File: config.mk
export PLATFORM = sky130hd
export DESIGN_NAME = alu_offset_queue
export DESIGN_NICKNAME = d
export VERILOG_FILES = /design/src/rtl/alu_offset_queue.sv
export SDC_FILE = /design/constraint.sdc
export NUM_CORES = 1
export LEC_CHECK = 0
export BUFFER_PORTS_ARGS = -buffer_cell sky130_fd_sc_hd__buf_2
export CORE_MARGIN = 2
export CORE_UTILIZATION = 35
export DETAILED_ROUTE_END_ITERATION = 16
export SETUP_SLACK_MARGIN = 0.1
export SLEW_MARGIN = 30
export SYNTH_ARGS = -nofsm -noshare
export SYNTH_HDL_FRONTEND = slang
export SYNTH_SLANG_ARGS = --single-unit
File: constraint.sdc
create_clock -name clk -period 2 [get_ports clk]
set_input_delay 0.3 -clock clk [delete_from_list [all_inputs] [get_ports clk]]
set_output_delay 0.3 -clock clk [all_outputs]
set_load 0.03 [all_outputs]
File: src/rtl/alu_offset_queue.sv
// In-order queue of ALU address low bits plus access size for outstanding loads/stores.
// Latency: a push is visible on the head outputs right after its edge; a pop shows the next entry after its edge.
// Backpressure: a push while full is refused unless a pop is accepted in the same cycle.
// A pop while empty is refused. Both refusals raise sticky flags.
module alu_offset_queue #(
    parameter int WIDTH = 2,
    parameter int DEPTH = 4
) (
    input  logic                     clk,
    input  logic                     reset,
    input  logic                     push,
    input  logic [WIDTH-1:0]         offset_in,
    input  logic [1:0]               size_in,
    input  logic                     pop,
    output logic [WIDTH-1:0]         offset_out,
    output logic [1:0]               size_out,
    output logic                     misaligned_out,
    output logic                     valid_out,
    output logic                     full,
    output logic                     empty,
    output logic [$clog2(DEPTH):0]   count,
    output logic                     overflow,
    output logic                     underflow
);
    localparam int PW = $clog2(DEPTH);
    localparam int CW = PW + 1;

    typedef struct packed {
        logic             mis;
        logic [1:0]       size;
        logic [WIDTH-1:0] offset;
    } entry_t;

    entry_t        mem [DEPTH];
    entry_t        head;
    logic [PW-1:0] wr_ptr;
    logic [PW-1:0] rd_ptr;
    logic [CW-1:0] cnt;
    logic          ovf_q;
    logic          unf_q;
    logic          pop_ok;
    logic          push_ok;
    logic          mis_in;

    // Only the two low address bits decide alignment, whatever WIDTH is.
    always_comb begin
        mis_in = 1'b0;
        case (size_in)
            2'd0: mis_in = 1'b0;
            2'd1: mis_in = offset_in[0];
            2'd2: mis_in = (offset_in[1:0] != 2'b00);
            default: mis_in = 1'b1;
        endcase
    end

    // No bypass: a pop needs an entry already held, so push+pop on empty refuses the pop.
    assign pop_ok  = pop && (cnt != '0);
    assign push_ok = push && ((cnt != CW'(DEPTH)) || pop_ok);

    always_ff @(posedge clk) begin
        if (!reset && push_ok) begin
            mem[wr_ptr] <= '{mis: mis_in, size: size_in, offset: offset_in};
        end
    end

    always_ff @(posedge clk) begin
        if (reset) begin
            wr_ptr <= '0;
            rd_ptr <= '0;
            cnt    <= '0;
            ovf_q  <= 1'b0;
            unf_q  <= 1'b0;
        end else begin
            if (push_ok) begin
                wr_ptr <= wr_ptr + PW'(1);
            end
            if (pop_ok) begin
                rd_ptr <= rd_ptr + PW'(1);
            end
            case ({push_ok, pop_ok})
                2'b10:   cnt <= cnt + CW'(1);
                2'b01:   cnt <= cnt - CW'(1);
                default: cnt <= cnt;
            endcase
            if (push && !push_ok) begin
                ovf_q <= 1'b1;
            end
            if (pop && !pop_ok) begin
                unf_q <= 1'b1;
            end
        end
    end

    always_comb begin
        head = mem[rd_ptr];
        if (cnt == '0) begin
            head = '0;
        end
    end

    assign offset_out     = head.offset;
    assign size_out       = head.size;
    assign misaligned_out = head.mis;
    assign valid_out      = (cnt != '0);
    assign empty          = (cnt == '0);
    assign full           = (cnt == CW'(DEPTH));
    assign count          = cnt;
    assign overflow       = ovf_q;
    assign underflow      = unf_q;

endmodule
==> impl_results.md <==
- Outcome: finished, final reports clean
- Peak Freq: 0.551 GHz
- Setup TNS Final: 0 ns
- Post-Place Setup Slack: approximately 0.11 ns
- Leak: between 0.6 and 0.7 nW
- Cell taking the most area after synthesis: edfxtp_1
- Count of different cell masters after synthesis: 36
- MaxCap Viol Count: 0
- DP Wirelength: about 1900 um
- CTS HTree Levels: 2
- Seq/Total Area, Yosys: 0.567
- Die H: ~68 um
- Detailed Route WL: 2650 um
- Starting density of the core: 0.362
- Via count: between 900 and 1,000
- GRT overflow: 0
- Synth top area share: 0.415
- Die Area: roughly 4700 sq um
- Buffers on Ports: 20
- #FFs+latches synth: 31
- Critical path class: reg -> reg
- First-pass GRT wire length: between 4000 and 5000 um
- CTS sink count: 31
- CP Capture Type: flip-flop
- Post-synth EDFFs: 20
- Layout cell share with drive strength beyond 1: 0.384
- Vias in the first global route: 900
- FFs w/ async S/R, synth: 0
- Final Hold Violating Endpoints: 0
- Most frequent cells in the layout: buf_2 (20), edfxtp_1 (20), nor2_1 (10), nor2b_1 (7), dfxtp_1 (7)
- Final Total Pwr: 1.68 mW
- ANT cells: 0
- RSZ-0062 raised after global routing: yes
- Startpoint Class: flip-flop
- Area grow syn2layout: 20.1%
- Worst clock skew: 0.00659 ns
- Slew Limit Fails: 0
- Syn Inst Count: approximately 110
- Top FF cell, synth: edfxtp_1
- Core ar.: between 4000 and 5000 sq um
- R2R cell count: 3
- WL/cell: roughly 14 um
- Largest net degree at the start of global routing: 12
- Drt first pass iters: 4
- Layout Utilization: 0.435
- Reg2reg end: mem[1][3]
- FF-to-FF setup slack: 0.19 ns
- Cts hold-fix bufs: 0
- Maximum fanout along the worst path: 11
- Placed Area: around 1600 sq um
- Final setup violation count: 0
- Worst slew pin tran: 0.783 ns
- Worst slew margin: 0.477
- Clock Path Buffers: 2
- P per Cell Area: around 970 nW/um^2
- FF-to-FF Start: count[2]
- Total track usage: 0.131
- Post-Syn Area per Cell: between 10 and 15 sq um
- DRC viols: 0
- Ys Warns: 0
- Vias per cell: a little under 5
- Nets: 150
- Die W: approximately 70 um
- Top cells by area, synth: edfxtp_1 (41%), dfxtp_1 (15%), mux4_2 (7.8%)
- CTS tree: done
- Routed Antenna Nets: 0
- Routability cong.: between 0.7 and 0.8
- Hold Path Class: in -> reg
- Antenna violations before repair: 0
- Final period utilization: 0.907
- Num rows: 23
- WP data required: roughly 1.9 ns
- CTS root buf: clkbuf_8
- Minimum clock period after layout: 1.81 ns
- Clock-pin slew on the worst setup and hold paths: 0.06 ns
- Finished Cell Area: approximately 1700 sq um
- VDD IR max: 0.452 mV
- Iteration-0 DRC count of the detailed router: 31
- Clk_lat worst skew: between 0.2 and 0.3 ns
- Setup slack after layout: 0.187 ns
- I/O pins: 21
- Critical path startpoint: count[2]
- CTS Buf Count: 5
- Cell Area, Synth: around 1400 sq um
- Syn Nets: around 130
- Critical Path AT: between 1.5 and 2 ns
- End point of the critical path: mem[1][3]
per-layer routing:
metal  wire length, um  vias up  share of wire  GRT usage
li1                  -      458              -          -
met1              1080      434           0.41      0.151
met2              1420       10           0.54      0.215
met3                89        5          0.034     0.0493
met4                54        0          0.020     0.0600
met5                 0        -              0          0
critical path, cell delays in order, from the launching register on:
cell and delay [ns]:
dfxtp_4 0.38, or3b_4 0.24, o21ai_1 0.13, nor3b_1 0.69
cells by family after synthesis:
kind of cell	count (synthesis)	synth area share
AO/OA/AOI/OAI	15	0.0717
XOR/XNOR	4	0.0242
adder cells (fa/ha/maj)	5	0.0484
buffers and inverters	15	0.0510
flip-flops	31	0.567
multiplexers	8	0.102
AND/OR/NAND/NOR	35	0.136
where the power goes:
group / internal (mW) / total, mW / switching (mW)
logic: 0.161 / 0.411 / 0.250
clock network: 0.277 / 0.490 / 0.213
registers: 0.730 / 0.782 / 0.0524
synthesized netlist by cell type, types with 3 or more instances:
master     n
a21oi_1    3
xor2_1     3
nor2_1    10
clkbuf_1   4
mux4_2     5
nor3b_1    4
inv_1      7
nand2_1    4
edfxtp_1  20
dfxtp_1   11
ha_1       4
nor2b_1    7
state kept, by name (all words and copies together) (netlist names), named ones only:
register and count:
wr_ptr 2, overflow 1, underflow 1, rd_ptr 2
mem 20, count 3
how the worst min path moves through the flow:
stage	startpoint	slack [ns]	cells after the start	end
2_1_floorplan	offset_in[0]	0.40	0	mem[0][0]
3_3_place_gp	underflow	0.45	2	underflow
3_5_place_dp	underflow	0.50	2	underflow
4_1_cts	size_in[1]	0.25	1	mem[0][3]
5_1_grt	offset_in[1]	0.26	1	mem[0][1]
6_report	size_in[1]	0.26	1	mem[0][3]
stage by stage:
| stage | hold slack [ns] | instances |
|---|---|---|
| finish | 0.264 | 188 |
| CTS | 0.253 | 186 |
| global placement | 0.453 | 178 |
| detailed placement | 0.497 | 178 |
| floorplan | 0.399 | 113 |
| global route | 0.259 | 188 |
final cells by class:
class | count | area (sq um)
Timing Repair Buffer | 25 | 138
Clock inverter | 1 | 5.00
Clock buffer | 7 | 86.3
Tap cell | 50 | 62.6
Multi-Input combinational cell | 67 | 583
Fill cell | 362 | 2260
Sequential cell | 31 | 836
Inverter | 7 | 28.8
repair_timing:
item                                   CTS  global route
resized for setup                        2             2
setup endpoints to repair                7            21
setup buffers                            0             2
endpoints found under the hold margin    0             0
Note: power is estimated with default switching activity, not from simulation.
